File: config.mk
export PLATFORM = sky130hd
export DESIGN_NAME = ssd_scan_decoder
export DESIGN_NICKNAME = d
export VERILOG_FILES = /design/src/rtl/ssd_pkg.sv /design/src/rtl/ssd_seg_decode.sv /design/src/rtl/ssd_scan_decoder.sv
export SDC_FILE = /design/constraint.sdc
export NUM_CORES = 1
export LEC_CHECK = 0
export ABC_AREA = 1
export BUFFER_PORTS_ARGS = -buffer_cell sky130_fd_sc_hd__buf_2
export CORE_MARGIN = 2
export CORE_UTILIZATION = 29
export DETAILED_ROUTE_END_ITERATION = 16
export GPL_TIMING_DRIVEN = 0
export PLACE_DENSITY = 0.59
export SYNTH_ARGS = -nofsm -noshare
export SYNTH_HDL_FRONTEND = slang
export SYNTH_SLANG_ARGS = --single-unit
File: constraint.sdc
create_clock -name ssd_scan_decoder_port_clk -period 2.65 [get_ports ssd_scan_decoder_port_clk]
set_clock_uncertainty 0.05 [all_clocks]
set_input_delay 0.1325 -clock ssd_scan_decoder_port_clk [delete_from_list [all_inputs] [get_ports ssd_scan_decoder_port_clk]]
set_output_delay 0.1325 -clock ssd_scan_decoder_port_clk [all_outputs]
set_load 0.05 [all_outputs]
File: src/rtl/ssd_pkg.sv
// ssd_pkg: shared seven-segment patterns, decode result type and scan FSM states
package ssd_pkg;
  localparam logic [6:0] SEG_0     = 7'b1000000;
  localparam logic [6:0] SEG_1     = 7'b1111001;
  localparam logic [6:0] SEG_2     = 7'b0100100;
  localparam logic [6:0] SEG_3     = 7'b0110000;
  localparam logic [6:0] SEG_4     = 7'b0011001;
  localparam logic [6:0] SEG_5     = 7'b0010010;
  localparam logic [6:0] SEG_6     = 7'b0000010;
  localparam logic [6:0] SEG_7     = 7'b1111000;
  localparam logic [6:0] SEG_8     = 7'b0000000;
  localparam logic [6:0] SEG_9     = 7'b0011000;
  localparam logic [6:0] SEG_A     = 7'b0100111;
  localparam logic [6:0] SEG_B     = 7'b0110011;
  localparam logic [6:0] SEG_C     = 7'b0011101;
  localparam logic [6:0] SEG_D     = 7'b0010110;
  localparam logic [6:0] SEG_E     = 7'b0000111;
  localparam logic [6:0] SEG_BLANK = 7'b1111111;
  // Cathode vector is {g,f,e,d,c,b,a}: segment a at bit 0, g at bit 6
  localparam int CC_BIT_A = 0;
  localparam int CC_BIT_G = 6;
  typedef enum logic [1:0] {IDLE, TRACK, HELD} state_e;
  typedef struct packed {
    logic [3:0] nib;
    logic       blank;
    logic       legal;
  } seg_dec_t;
endpackage

File: src/rtl/ssd_seg_decode.sv
// ssd_seg_decode: active-low cathode pattern to {nibble, blank, legal}
module ssd_seg_decode
  import ssd_pkg::*;
(
  input  logic [6:0] cc_i,
  output seg_dec_t   dec_o
);
  always_comb begin
    dec_o = '{nib: 4'hF, blank: 1'b0, legal: 1'b0};
    case (cc_i)
      SEG_0:     dec_o = '{nib: 4'h0, blank: 1'b0, legal: 1'b1};
      SEG_1:     dec_o = '{nib: 4'h1, blank: 1'b0, legal: 1'b1};
      SEG_2:     dec_o = '{nib: 4'h2, blank: 1'b0, legal: 1'b1};
      SEG_3:     dec_o = '{nib: 4'h3, blank: 1'b0, legal: 1'b1};
      SEG_4:     dec_o = '{nib: 4'h4, blank: 1'b0, legal: 1'b1};
      SEG_5:     dec_o = '{nib: 4'h5, blank: 1'b0, legal: 1'b1};
      SEG_6:     dec_o = '{nib: 4'h6, blank: 1'b0, legal: 1'b1};
      SEG_7:     dec_o = '{nib: 4'h7, blank: 1'b0, legal: 1'b1};
      SEG_8:     dec_o = '{nib: 4'h8, blank: 1'b0, legal: 1'b1};
      SEG_9:     dec_o = '{nib: 4'h9, blank: 1'b0, legal: 1'b1};
      SEG_A:     dec_o = '{nib: 4'hA, blank: 1'b0, legal: 1'b1};
      SEG_B:     dec_o = '{nib: 4'hB, blank: 1'b0, legal: 1'b1};
      SEG_C:     dec_o = '{nib: 4'hC, blank: 1'b0, legal: 1'b1};
      SEG_D:     dec_o = '{nib: 4'hD, blank: 1'b0, legal: 1'b1};
      SEG_E:     dec_o = '{nib: 4'hE, blank: 1'b0, legal: 1'b1};
      SEG_BLANK: dec_o = '{nib: 4'hF, blank: 1'b1, legal: 1'b1};
      default:   dec_o = '{nib: 4'hF, blank: 1'b0, legal: 1'b0};
    endcase
  end
endmodule

File: src/rtl/ssd_scan_decoder.sv
// ssd_scan_decoder: rebuilds per-digit hex values from a multiplexed active-low display scan
module ssd_scan_decoder
  import ssd_pkg::*;
#(
  parameter int NUM_DIGITS    = 8,
  parameter int STABLE_CYCLES = 4,
  localparam int IW = (NUM_DIGITS > 1) ? $clog2(NUM_DIGITS) : 1
) (
  input  logic                    ssd_scan_decoder_port_clk,
  input  logic                    ssd_scan_decoder_port_rst,
  input  logic [NUM_DIGITS-1:0]   ssd_scan_decoder_port_an,
  input  logic [6:0]              ssd_scan_decoder_port_cc,
  input  logic                    ssd_scan_decoder_port_dp,
  input  logic                    ssd_scan_decoder_port_err_clr,
  output logic [4*NUM_DIGITS-1:0] ssd_scan_decoder_port_digits,
  output logic [NUM_DIGITS-1:0]   ssd_scan_decoder_port_dps,
  output logic [NUM_DIGITS-1:0]   ssd_scan_decoder_port_valid,
  output logic [NUM_DIGITS-1:0]   ssd_scan_decoder_port_blank,
  output logic                    ssd_scan_decoder_port_upd,
  output logic [IW-1:0]           ssd_scan_decoder_port_upd_idx,
  output logic                    ssd_scan_decoder_port_err
);
  localparam logic [3:0] CNT_MAX = 4'(STABLE_CYCLES);
  localparam logic [3:0] CNT_CAP = 4'(STABLE_CYCLES - 1);
  state_e                  state_q, state_d;
  logic [3:0]              cnt_q, cnt_d;
  logic [NUM_DIGITS-1:0]   an_q;
  logic [6:0]              cc_q;
  logic                    dp_q;
  logic [4*NUM_DIGITS-1:0] digits_q;
  logic [NUM_DIGITS-1:0]   dps_q, valid_q, blank_q;
  logic                    upd_q, err_q;
  logic [IW-1:0]           upd_idx_q, idx;
  logic [NUM_DIGITS-1:0]   low;
  logic                    match, one_hot, cap, wr, err_evt;
  seg_dec_t                dec;

  ssd_seg_decode u_dec (.cc_i(cc_q), .dec_o(dec));

  assign match   = {ssd_scan_decoder_port_an, ssd_scan_decoder_port_cc, ssd_scan_decoder_port_dp}
                   == {an_q, cc_q, dp_q};
  assign low     = ~an_q;
  assign one_hot = (low != '0) && ((low & (low - NUM_DIGITS'(1))) == '0);
  assign cap     = (state_q == TRACK) && match && (cnt_q == CNT_CAP);
  assign wr      = cap && one_hot && dec.legal;
  // Ghosting (several anodes low) and unknown cathode patterns both count as errors
  assign err_evt = cap && !(one_hot && dec.legal);

  always_comb begin
    idx = '0;
    for (int k = 0; k < NUM_DIGITS; k++) idx = low[k] ? IW'(k) : idx;
  end

  always_comb begin
    state_d = state_q;
    cnt_d   = cnt_q;
    if (!match) begin
      state_d = (&ssd_scan_decoder_port_an) ? IDLE : TRACK;
      cnt_d   = '0;
    end else if (state_q != IDLE) begin
      cnt_d   = (cnt_q == CNT_MAX) ? cnt_q : cnt_q + 4'd1;
      state_d = cap ? HELD : state_q;
    end
  end

  always_ff @(posedge ssd_scan_decoder_port_clk) begin
    if (ssd_scan_decoder_port_rst) begin
      state_q   <= IDLE;
      cnt_q     <= '0;
      an_q      <= '1;
      cc_q      <= '1;
      dp_q      <= 1'b1;
      digits_q  <= '0;
      dps_q     <= '0;
      valid_q   <= '0;
      blank_q   <= '0;
      upd_q     <= 1'b0;
      upd_idx_q <= '0;
      err_q     <= 1'b0;
    end else begin
      state_q <= state_d;
      cnt_q   <= cnt_d;
      an_q    <= ssd_scan_decoder_port_an;
      cc_q    <= ssd_scan_decoder_port_cc;
      dp_q    <= ssd_scan_decoder_port_dp;
      upd_q   <= wr;
      err_q   <= err_evt | (err_q & ~ssd_scan_decoder_port_err_clr);
      if (wr) begin
        upd_idx_q             <= idx;
        digits_q[4*idx +: 4]  <= dec.nib;
        dps_q[idx]            <= ~dp_q;
        blank_q[idx]          <= dec.blank;
        valid_q[idx]          <= 1'b1;
      end
    end
  end

  assign ssd_scan_decoder_port_digits  = digits_q;
  assign ssd_scan_decoder_port_dps     = dps_q;
  assign ssd_scan_decoder_port_valid   = valid_q;
  assign ssd_scan_decoder_port_blank   = blank_q;
  assign ssd_scan_decoder_port_upd     = upd_q;
  assign ssd_scan_decoder_port_upd_idx = upd_idx_q;
  assign ssd_scan_decoder_port_err     = err_q;
endmodule

**Yosys cells after proc, flatten, opt, wreduce, memory -nomap -nowiden**

Cells that the tools add are included.

- $add $sub $neg: 3
- Magnitude comparators: 2
- Equality and inequality tests: 21
- Shift-type cells: 2
- Mux-type cells: 17
- Bitwise logic cells: 9
- Reductions and logical operators: 17

Operators with widths:

| operator | number |
|---|---|
| 6-bit case mux with 16 select lines | 1 |
| 7-bit by 5-bit == test with 1-bit output (second input constant) | 5 |
| 5-bit negation with 34-bit output | 1 |
| 4-bit by 34-bit variable shift with 32-bit output (first input constant) | 1 |
| 4-bit by 34-bit variable part select with 32-bit output | 1 |
| 32-bit bitwise mux | 1 |
| 7-bit by 6-bit == test with 1-bit output (second input constant) | 4 |
| 7-bit == test (second input constant) | 4 |
| 8-bit bitwise mux | 2 |
| 16-bit == test | 1 |
| 3-bit 2-to-1 mux | 4 |
| 2-bit 2-to-1 mux | 5 |
| 8-bit AND | 1 |
| 1-bit logical AND | 8 |
| 8-bit zero test | 1 |
| 8-bit NOT | 1 |
| 8-bit OR | 1 |
| 8-bit AND reduction | 1 |
| 8-bit nonzero test | 1 |
| 8-bit by 1-bit subtractor with 8-bit output (second input constant) | 1 |
| 7-bit by 2-bit == test with 1-bit output (second input constant) | 1 |
| 7-bit by 3-bit == test with 1-bit output (second input constant) | 1 |
| 7-bit zero test | 1 |
| 4-bit by 1-bit adder with 4-bit output (second input constant) | 1 |
| other kinds (15) | 22 |

- Register bits: 83
- Input bits: 19
- Output and inout port bits: 61
- Word-level logic and storage cells: 83

**Depth between registers and ports, before layout**

Gate-level depths: netlist of run 1.

- Depth after elaboration: 13
- Depth in mapped cells: 15
- Gate-level depth less buffers: 14

**By module**

Synthesis of run 1 repeated with hierarchy kept, for this count alone.

- Cell total of the unflattened synthesis: 701
- Area total of the unflattened synthesis: 4279.1 sq um

By module, submodules not included:

| module | times used | cells each | area each (sq um) | sequential area each (sq um) |
|---|---|---|---|---|
| ssd_scan_decoder | 1 | 620 | 3956.3 | 1661.6 |
| ssd_seg_decode | 1 | 81 | 322.8 | 0.0 |

**Worst setup path before layout of run 1**

OpenSTA, ideal clock, no wires.

- Path type: reg-to-reg
- From: reg an_q[1]
- To: reg digits_q[10] (netlist: ssd_scan_decoder_port_digits[10])
- Setup time: 113 ps
- Arrival time: 2102 ps
- Required time: 2487 ps
- Path slack: 385 ps
- Stages on the path, launching flop included: 13
- Path buffers: 1
- Clock period less this slack: 2265 ps
- Cell sequence: dfxtp_1 inv_1 a21oi_1 o21ai_0 nand2_1 clkbuf_1 ha_1 ha_1 inv_1 nor2_1 nand3_2 nor2_1 nor2_1

- Cells in the longest elaborated chain, start to end: 11
- Elaborated cells between the ends (all ways): 22
- Those cells by class: add/sub (2); eq/ne (1); shift (2); mux (8); bitwise (2); reduce/logical (7)

RTL lines:

| item | line | RTL |
|---|---|---|
| from (decl) | ssd_scan_decoder.sv:27 | `logic [NUM_DIGITS-1:0] an_q;` |
| from (signal assigned) | ssd_scan_decoder.sv:83 | `an_q <= ssd_scan_decoder_port_an;` |
| 8-bit NOT | ssd_scan_decoder.sv:42 | `assign low = ~an_q;` |
| 1-bit 2-to-1 mux | ssd_scan_decoder.sv:51 | `for (int k = 0; k < NUM_DIGITS; k++) idx = low[k] ? IW'(k) : idx;` |
| 2-bit 2-to-1 mux (2 in series) | ssd_scan_decoder.sv:51 |  |
| 3-bit 2-to-1 mux (4 in series) | ssd_scan_decoder.sv:51 |  |
| 5-bit negation with 34-bit output | ssd_scan_decoder.sv:90 | `digits_q[4*idx +: 4] <= dec.nib;` |
| 4-bit by 34-bit variable part select with 32-bit output / 4-bit by 34-bit variable shift with 32-bit output (equally long branches) | ssd_scan_decoder.sv:90 |  |
| 32-bit bitwise mux | ssd_scan_decoder.sv:90 |  |
| to (signal, indexed assignment) | ssd_scan_decoder.sv:90 |  |
| to (decl) | ssd_scan_decoder.sv:30 | `logic [4*NUM_DIGITS-1:0] digits_q;` |

Parallel ways exist; a longest one is shown, timed or not.
A chain may end at the register's enable or synchronous reset.

**Worst setup path in the final report of run 1**

- From: reg an_q[2]
- To: reg digits_q[5] (netlist: ssd_scan_decoder_port_digits[5])

- Cells in the longest elaborated chain, start to end: 10
- Elaborated cells between the ends (all ways): 21
- Those cells by class: add/sub (2); eq/ne (1); shift (2); mux (7); bitwise (2); reduce/logical (7)

RTL lines:

| item | line |
|---|---|
| 8-bit NOT | ssd_scan_decoder.sv:42 |
| 2-bit 2-to-1 mux (2 in series) | ssd_scan_decoder.sv:51 |
| 3-bit 2-to-1 mux (4 in series) | ssd_scan_decoder.sv:51 |
| 5-bit negation with 34-bit output | ssd_scan_decoder.sv:90 |
| 4-bit by 34-bit variable part select with 32-bit output / 4-bit by 34-bit variable shift with 32-bit output (equally long branches) | ssd_scan_decoder.sv:90 |
| 32-bit bitwise mux | ssd_scan_decoder.sv:90 |

Parallel ways exist; a longest one is shown, timed or not.

==> results of run 1 <==
worst max-delay path: cells and delay by family, from the launching register on:
| kind | cells | cell delay, ps |
|---|---|---|
| adders and majority gates | 2 | 600 |
| and+or+nand+nor | 4 | 600 |
| DFF | 1 | 390 |
| AOI/OAI and AO/OA | 3 | 330 |
| buffers and inverters | 2 | 330 |
flip-flops by register name, indices dropped and copies added, names as in the netlist:
signal / cells
ssd_scan_decoder_port_upd: 1
ssd_scan_decoder_port_upd_idx: 3
cc_q: 7
ssd_scan_decoder_port_digits: 32
an_q: 8
state_q: 2
ssd_scan_decoder_port_err: 1
ssd_scan_decoder_port_valid: 8
ssd_scan_decoder_port_blank: 8
ssd_scan_decoder_port_dps: 8
cnt_q: 4
dp_q: 1
power groups by stage:
stage               Sequential (mW)  Clock (mW)  Combinational (mW)
floorplan                      1.30           0               0.210
global placement               1.31           0               0.292
detailed placement             1.31           0               0.293
CTS                            1.28        1.23               0.314
global route                   1.28        1.28               0.375
finish                         1.28        1.19               0.329
metal layers:
metal	global-route usage	vias up
met2	0.255	95
li1	-	2214
met3	0.0489	9
met1	0.196	1810
met5	0	-
met4	0.0453	0
cell families (layout without fill, tap and decap cells):
kind of cell / Yosys count / count (layout) / share of synthesized area
adders and majority gates: 5 / 5 / 0.0153
DFF: 83 / 83 / 0.405
buffers and inverters: 111 / 224 / 0.104
AOI/OAI and AO/OA: 52 / 52 / 0.0656
xor gates and xnor gates: 3 / 3 / 0.00641
and+or+nand+nor: 405 / 405 / 0.404
path summary, 6_finish.rpt:
path | startpoint | slack (ps) | depth (start not counted) | endpoint
min | ssd_scan_decoder_port_err_clr | 40 | 4 | ssd_scan_decoder_port_err
min reg2reg | ssd_scan_decoder_port_valid[1] | 400 | 2 | ssd_scan_decoder_port_valid[1]
max reg2reg | an_q[2] | 190 | 11 | ssd_scan_decoder_port_digits[5]
max | an_q[2] | 190 | 11 | ssd_scan_decoder_port_digits[5]
cell usage in the layout, fill, tap and decap left out, types with 2 or more instances in the layout:
| cell type | instances |
|---|---|
| nand3_2 | 7 |
| nor2_1 | 164 |
| nand3_1 | 20 |
| nor4_1 | 3 |
| dlygate4sd3_1 | 17 |
| nor3_1 | 3 |
| o21ai_0 | 19 |
| inv_1 | 89 |
| dfxtp_2 | 2 |
| buf_2 | 80 |
| ha_1 | 3 |
| nand2_1 | 190 |
| dfxtp_1 | 81 |
| a21oi_1 | 28 |
| clkinv_2 | 2 |
| xor2_1 | 3 |
| clkinvlp_4 | 2 |
| clkbuf_1 | 8 |
| inv_2 | 11 |
| ha_2 | 2 |
| clkbuf_8 | 2 |
| nor2_2 | 6 |
| clkbuf_16 | 9 |
| nand4_1 | 4 |
| nand2_2 | 2 |
metrics by stage:
step	util	total power, mW
after global routing	0.378	2.93
after CTS	0.374	2.82
after detailed placement	0.342	1.60
final	0.378	2.80
after global placement	0.342	1.60
after floorplan	-	1.51
repair_timing:
| item | 4_1_cts | 5_1_grt |
|---|---|---|
| pin swaps | 0 | 1 |
| endpoints found under the hold margin | 18 | 0 |
| gates resized for setup | 2 | 15 |
| hold buffers | 17 | 0 |
| endpoints found under the setup margin | 26 | 34 |
| setup buffers | 0 | 1 |
area by class of cell:
| type | count | area, um^2 | share of cell area |
|---|---|---|---|
| multi-input combinational | 465 | 2060 | 0.393 |
| buffer | 11 | 53.8 | 0.0103 |
| tap | 180 | 225 | 0.0431 |
| inverter | 100 | 375 | 0.0718 |
| sequential | 83 | 1660 | 0.318 |
| clock buffer | 12 | 256 | 0.0490 |
| timing repair buffer | 97 | 573 | 0.110 |
| clock inverter | 4 | 25.0 | 0.00478 |
==> run summary, run 1 <==
Status: complete, no violations
Design area: 0.00523 mm^2
Synth Instances: 659
DR iter-0 viols: 167
Max-cap check violation count: 0
Vias in the first global route: 3,887
Drt total wl: 11,000 um
Synthesized net count: 683
Min Tclk post-route: 2460 ps
H-tree levels: 3
Seq pwr share: 0.457
Gpl congestion: 0.808
GRT overflow: 0
Routed met3 length: 751 um
Slowest CP cell: ha_2
Fraction of registers with async set/reset: 0
Share of layout cells above drive strength 1: 0.174
Final setup fails: 0
Int Power: 2.05 mW
CTS tree: built
WL met1: 5280 um
ANT nets after route: 0
Most frequent cell after synthesis: nand2_1
Final Hold Fails: 0
Type of the worst min-delay path: in -> reg
Port bufs: 79
Area of the die: 0.0151 mm^2
Setup TNS: 0 ps
Per-cell routed wire length: 11.5 um
Via count: 4,128
Row count: 43
Post-placement cell area: 0.00472 mm^2
CP max stage delay: 400 ps
Pleak: 2.77 nW
Area Overhead vs Synth: 27.5%
DR DRC count: 0
Gr usage total: 0.156
Slew at the pin closest to its max-slew limit: 570 ps
Placed Cells: 918
Worst skew pair latency: 350 ps
Pins Over Slew Limit: 0
Required @ worst endpoint: 2810 ps
Switch Pwr: 0.750 mW
Netlist Area Pre-Place: 0.00410 mm^2
Fmax: 406 MHz
Clk pin slew, worst setup/hold paths: 60 ps
Share of the synthesized area in the top cell type: 0.405
Largest net degree at the start of global routing: 14
CP Cell Sequence: a21oi_1 > o21ai_2 > nand2_1 > clkbuf_4 > ha_2 > ha_2 > inv_2 > nor3_1 > nand3_1 > nand2_1 > a21oi_1
Total number of yosys warnings: 0
Post-synth top flop: dfxtp_1
Area of the core: 0.0138 mm^2
Pwr per Cell Area: 535 mW/mm^2
Clock share of power: 0.425
Comb pwr share: 0.118
Ant diodes: 0
Initial core utilization: 0.297
# clock sinks: 83
Inserted Clock Buffers: 9
Arr. time, crit path: 2620 ps
Mean Syn Cell Area: 6.22 um^2
Hold_ws: 40.2 ps
Max VDD drop: 0.000341 V
Post-DP HPWL: 8330 um
Cell taking the most area after synthesis: dfxtp_1
Clock buffer depth: 2
Die height: 123 um
Final setup slack of the worst path: 189 ps
WS Path Type: reg -> reg
Met2 routed WL: 4820 um
Crit path max fanout: 11
Critical path startpoint category: flip-flop
Top Metal Used: met4
EDFF count, synth: 0
#FFs+latches synth: 83
Post-synth top cells: nand2_1, nor2_1, inv_1
Drt first pass iters: 4
Routed vias/inst: 4.34
Worst slew margin: 0.616
RSZ-0062 raised after global routing: yes
Worst Setup End Kind: flip-flop
I/O pins: 80
FILL cells: 1,492
Placement Setup Slack: -132 ps
Final worst path period share: 0.929
Library cells used by synthesis: 27
Initial antenna violation count: 0
Finished Layout Cells: 952
Synth top area cells: dfxtp_1, nand2_1, nor2_1
Sw Share: 0.268
First-pass GRT wire length: 18,300 um
Final net count: 791
CTS root buffer: clkbuf_16
Die W: 123 um
Seq/Total Area, Yosys: 0.405
No activity file was read; power rests on OpenSTA's default activity.
==> inputs of run 2 (changes only) <==
--- a/config.mk
+++ b/config.mk
@@ -7,11 +7,12 @@
 export LEC_CHECK = 0
 export ABC_AREA = 1
 export BUFFER_PORTS_ARGS = -buffer_cell sky130_fd_sc_hd__buf_2
-export CORE_MARGIN = 2
 export CORE_UTILIZATION = 29
 export DETAILED_ROUTE_END_ITERATION = 16
+export GPL_ROUTABILITY_DRIVEN = 0
 export GPL_TIMING_DRIVEN = 0
 export PLACE_DENSITY = 0.59
+export SKIP_LAST_GASP = 1
 export SYNTH_ARGS = -nofsm -noshare
 export SYNTH_HDL_FRONTEND = slang
 export SYNTH_SLANG_ARGS = --single-unit
==> run summary, run 2 (synthesis gave the netlist of run 1 again) <==
First-pass GRT wire length: 17,900 um (-1.9%)
Max VDD drop: 0.000301 V (-12%)
Final net count: 791 (unchanged)
Initial core utilization: 0.297 (unchanged)
Clk pin slew, worst setup/hold paths: 60 ps (about the same)
Worst Path Buf+Inv: 3 (+1)
Core Util, Final: 0.380 (+0.00199)
Initial antenna violation count: 0 (unchanged)
CP endpoint: ssd_scan_decoder_port_digits[19]
Pleak: 2.78 nW (+0.44%)
Post-DP HPWL: 8220 um (-1.3%)
Pwr per Cell Area: 551 mW/mm^2 (+3.0%)
GRT overflow: 0 (unchanged)
Area of the core: 0.0138 mm^2 (unchanged)
Min Tclk post-route: 2460 ps (-4.29 ps)
Reg2reg start: an_q[1]
Share of layout cells above drive strength 1: 0.172 (-0.00130)
Worst skew pair latency: 340 ps (about the same)
Commonest cells after routing, fill and taps aside: nand2_1, nor2_1, inv_1
Area of the die: 0.0146 mm^2 (-3.2%)
Crit-path most repeated cell: nor2_1
ANT nets after route: 0 (unchanged)
Required @ worst endpoint: 2840 ps (+30 ps)
Worst setup path startpoint: an_q[1]
Via count: 4,028 (-2.4%)
WP depth: 12 (+1)
Sw Share: 0.259 (-0.00901)
Max-cap check violation count: 0 (unchanged)
Clock buffer depth: 2 (unchanged)
Port bufs: 79 (unchanged)
Critical path startpoint category: flip-flop
Arr. time, crit path: 2640 ps (+20 ps)
Crit path max fanout: 11 (unchanged)
Int Power: 2.15 mW (+4.8%)
Per-cell routed wire length: 11.3 um (-2.1%)
Row count: 43 (unchanged)
Placement Setup Slack: -144 ps (-12.5 ps)
Crit-path leading delay family: simple AND/OR/NAND/NOR gates
CP max stage delay: 400 ps (about the same)
Path depth of the worst reg2reg path: 12 (+1)
Worst slew margin: 0.582 (-0.0340)
Final worst path period share: 0.927 (-0.00162)
Largest net degree at the start of global routing: 15 (+1)
Switch Pwr: 0.751 mW (about the same)
# clock sinks: 83 (unchanged)
Inserted Clock Buffers: 9 (unchanged)
Die W: 121 um (-1.6%)
CTS root buffer: clkbuf_16
Commonest non-fill, non-tap cell in the layout: nand2_1
Final Hold Fails: 0 (unchanged)
Max FFs per register: 32 (unchanged)
Hold_ws: 66.4 ps (+26.1 ps)
Ant diodes: 0 (unchanged)
Slew at the pin closest to its max-slew limit: 620 ps (+50.5 ps)
Seq pwr share: 0.441 (-0.016)
WS Path Type: reg -> reg
FILL cells: 1,515 (+1.5%)
Reg-to-reg setup timing slack: 190 ps (about the same)
DR DRC count: 0 (unchanged)
Vias in the first global route: 3,781 (-2.7%)
Routed vias/inst: 4.23 (-2.4%)
RSZ-0062 raised after global routing: yes
Pins Over Slew Limit: 0 (unchanged)
H-tree levels: 3 (unchanged)
Drt total wl: 10,700 um (-2.1%)
Clock share of power: 0.446 (+0.021)
Die height: 121 um (-1.6%)
CTS tree: built
Area Overhead vs Synth: 28.2%
Type of the worst min-delay path: in -> reg
Comb pwr share: 0.112 (-0.006)
DR iter-0 viols: 219 (+31%)
Final setup slack of the worst path: 193 ps (+4.29 ps)
Status: complete, no violations
Worst Setup End Kind: flip-flop
Fmax: 407 MHz (+0.17%)
Reg-to-reg endpoint: ssd_scan_decoder_port_digits[19]
Slowest CP cell: ha_1
CP Cell Sequence: inv_1 > a21oi_1 > o21ai_2 > nand2_1 > buf_4 > ha_2 > ha_1 > inv_2 > nor2_2 > nand3_2 > nor2_1 > nor2_1
Gr usage total: 0.157 (+0.00111)
I/O pins: 80 (unchanged)
Drt first pass iters: 4 (unchanged)
Final setup fails: 0 (unchanged)
==> run 2: through the flow <==
step	cell area (um^2)	power, mW	instances	TNS, ps
floorplan	4100	1.51	659	0
global placement	4720	1.60	918	-2030
detailed placement	4720	1.60	918	-1980
CTS	5220	2.93	952	0
global route	5260	3.03	952	-31.0
finish	5260	2.90	952	0
==> run 2: metal layers <==
layer	GRT usage	vias to the layer above	share of wire
met1	0.197	1734	0.50
met5	0	-	0
met3	0.0479	6	0.048
li1	-	2212	-
met2	0.259	76	0.44
met4	0.0401	0	0.0087
==> run 2: power groups by stage <==
stage	Combinational [mW]	Clock (mW)	Sequential, mW
5_1_grt	0.373	1.38	1.28
3_5_place_dp	0.292	0	1.31
4_1_cts	0.314	1.33	1.28
2_1_floorplan	0.210	0	1.30
6_report	0.326	1.29	1.28
3_3_place_gp	0.292	0	1.31
==> run 2: worst min-delay path by stage <==
| stage | start | endpoint | slack (ps) | cells past startpoint |
|---|---|---|---|---|
| after global routing | ssd_scan_decoder_port_err_clr | ssd_scan_decoder_port_err | 80 | 4 |
| after detailed placement | ssd_scan_decoder_port_cc[0] | cc_q[0] | 290 | 3 |
| after CTS | ssd_scan_decoder_port_err_clr | ssd_scan_decoder_port_err | 70 | 4 |
| after floorplan | ssd_scan_decoder_port_rst | ssd_scan_decoder_port_blank[2] | 150 | 1 |
| final | ssd_scan_decoder_port_err_clr | ssd_scan_decoder_port_err | 70 | 4 |
| after global placement | ssd_scan_decoder_port_cc[3] | cc_q[3] | 290 | 3 |
==> run 2: tightest hold or removal path, stage by stage <==
cell	delay (ps)
buf_2	70
inv_1	30
nand2_1	80
a21oi_1	80
==> run 2: repair_timing <==
action,4_1_cts,5_1_grt
gates resized for setup,2,15
pin swaps,1,0
endpoints found under the hold margin,18,0
setup endpoints to repair,26,33
buffers inserted,1,0
hold buffers,17,0
==> run 2: cell type report <==
class / count / area [um^2] / share of cell area
Inverter: 100 / 375 / 0.0714
Buffer: 11 / 53.8 / 0.0102
Timing Repair Buffer: 97 / 573 / 0.109
Multi-Input combinational cell: 465 / 2050 / 0.391
Tap cell: 180 / 225 / 0.0428
Sequential cell: 83 / 1660 / 0.316
Clock buffer: 11 / 253 / 0.0481
Clock inverter: 5 / 61.3 / 0.0117
==> inputs of run 3 (changes only) <==
--- a/config.mk
+++ b/config.mk
@@ -11,7 +11,7 @@
 export DETAILED_ROUTE_END_ITERATION = 16
 export GPL_ROUTABILITY_DRIVEN = 0
 export GPL_TIMING_DRIVEN = 0
-export PLACE_DENSITY = 0.59
+export PLACE_DENSITY = 0.52
 export SKIP_LAST_GASP = 1
 export SYNTH_ARGS = -nofsm -noshare
 export SYNTH_HDL_FRONTEND = slang
==> run summary, run 3 (synthesis gave the netlist of run 1 again) <==
CTS tree: built
WS Path Type: reg -> reg
Pwr per Cell Area: 544 mW/mm^2 (-1.4%)
Pins Over Slew Limit: 0 (unchanged)
# clock sinks: 83 (unchanged)
I/O pins: 80 (unchanged)
Critical path startpoint category: flip-flop
Placement Setup Slack: -197 ps (-52.6 ps)
Final Hold Fails: 0 (unchanged)
Commonest non-fill, non-tap cell in the layout: nand2_1
Slew at the pin closest to its max-slew limit: 667 ps (+47.2 ps)
Max VDD drop: 0.000305 V (+1.4%)
Gr usage total: 0.160 (+0.00312)
Crit path max fanout: 11 (unchanged)
Area of the die: 0.0146 mm^2 (unchanged)
Hold_ws: 62.1 ps (-4.24 ps)
Arr. time, crit path: 2580 ps (-60 ps)
Clk pin slew, worst setup/hold paths: 60 ps (about the same)
First-pass GRT wire length: 18,300 um (+2.0%)
Per-cell routed wire length: 11.5 um (+1.8%)
Drt total wl: 10,900 um (+1.9%)
DR iter-0 viols: 153 (-30%)
H-tree levels: 3 (unchanged)
Vias in the first global route: 3,866 (+2.2%)
Via count: 4,079 (+1.3%)
Port bufs: 79 (unchanged)
Post-placement cell area: 0.00472 mm^2 (unchanged)
Ant diodes: 0 (unchanged)
Clock buffer depth: 2 (unchanged)
Worst slew margin: 0.555 (-0.0271)
Final setup fails: 0 (unchanged)
Share of layout cells above drive strength 1: 0.175 (+0.00236)
Initial core utilization: 0.297 (unchanged)
Type of the worst min-delay path: in -> reg
Row count: 43 (unchanged)
Design area: 0.00525 mm^2 (-0.19%)
Final net count: 792 (+0.13%)
Min Tclk post-route: 2400 ps (-59.1 ps)
Pwr Total: 2.85 mW (-1.6%)
Final worst path period share: 0.905 (-0.0223)
ANT nets after route: 0 (unchanged)
DR DRC count: 0 (unchanged)
Worst Setup End Kind: flip-flop
Max-cap check violation count: 0 (unchanged)
Worst skew pair latency: 340 ps (about the same)
Max FFs per register: 32 (unchanged)
Final setup slack of the worst path: 253 ps (+59.1 ps)
Status: complete, no violations
Commonest cells after routing, fill and taps aside: nand2_1, nor2_1, inv_1
GRT overflow: 0 (unchanged)
Core Util, Final: 0.380 (-0.000724)
Setup TNS: 0 ps (unchanged)
Area Overhead vs Synth: 27.9%
Largest net degree at the start of global routing: 14 (-1)
Fmax: 417 MHz (+2.5%)
Die height: 121 um (unchanged)
CTS root buffer: clkbuf_16
Post-DP HPWL: 8360 um (+1.6%)
Required @ worst endpoint: 2830 ps (about the same)
RSZ-0062 raised after global routing: yes
Area of the core: 0.0138 mm^2 (unchanged)
Pleak: 2.77 nW (-0.18%)
Drt first pass iters: 4 (unchanged)
Initial antenna violation count: 0 (unchanged)
Routed vias/inst: 4.28 (+1.2%)
Die W: 121 um (unchanged)
Finished Layout Cells: 953 (+0.11%)
Placed Cells: 918 (unchanged)
Inserted Clock Buffers: 9 (unchanged)
==> run 3: cell types whose count changed in the layout (fill, tap and decap cells not counted), sizes merged <==
cell    previous run  this run
clkbuf            18        20
buf               84        85
bufinv             1         0
inv              100        99
==> run 3: metal layers <==
layer,track usage,wire length [um],vias up
li1,-,-,2208
met1,0.212,5410,1793
met2,0.264,4900,70
met3,0.0343,530,8
met4,0.0370,105,0
met5,0,0,-
==> run 3: cell type report <==
cell class | instances | area [um^2]
clock inverters | 3 | 20.0
flip-flops and latches | 83 | 1660
repair buffers | 98 | 581
multi-input cells | 465 | 2050
plain buffers | 11 | 53.8
well taps | 180 | 225
clock buffers | 13 | 280
inverters | 100 | 379
fillers | 1503 | 8580
==> run 3: worst max-delay path, cell delays in order (launching register included) <==
cell and delay, ps:
dfxtp_1 390, inv_1 80, a21oi_1 170, o21ai_2 90, nand2_1 120, buf_4 210, ha_2 190, ha_2 300
nor4_2 290, nand2_1 80, buf_4 170, nor2_1 100, nor2_1 60
==> run 3: path summary, 6_finish.rpt <==
check / startpoint / to / slack, ps / depth (start not counted)
worst min-delay path: ssd_scan_decoder_port_err_clr / ssd_scan_decoder_port_err / 60 / 4
worst max register to register: an_q[1] / ssd_scan_decoder_port_digits[0] / 250 / 12
worst max-delay path: an_q[1] / ssd_scan_decoder_port_digits[0] / 250 / 12
worst min register to register: ssd_scan_decoder_port_valid[5] / ssd_scan_decoder_port_valid[5] / 410 / 2
==> run 3: power by group <==
part / internal (mW) / total, mW / switching (mW)
clock: 0.736 / 1.24 / 0.502
sequential: 1.26 / 1.28 / 0.0172
combinational: 0.109 / 0.336 / 0.227
==> run 3: what timing repair did <==
| item | 4_1_cts | 5_1_grt |
|---|---|---|
| hold endpoints to repair | 17 | 0 |
| pin swaps | 1 | 0 |
| endpoints found under the setup margin | 27 | 32 |
| setup buffers | 1 | 1 |
| resized for setup | 2 | 15 |
| hold buffers | 17 | 0 |
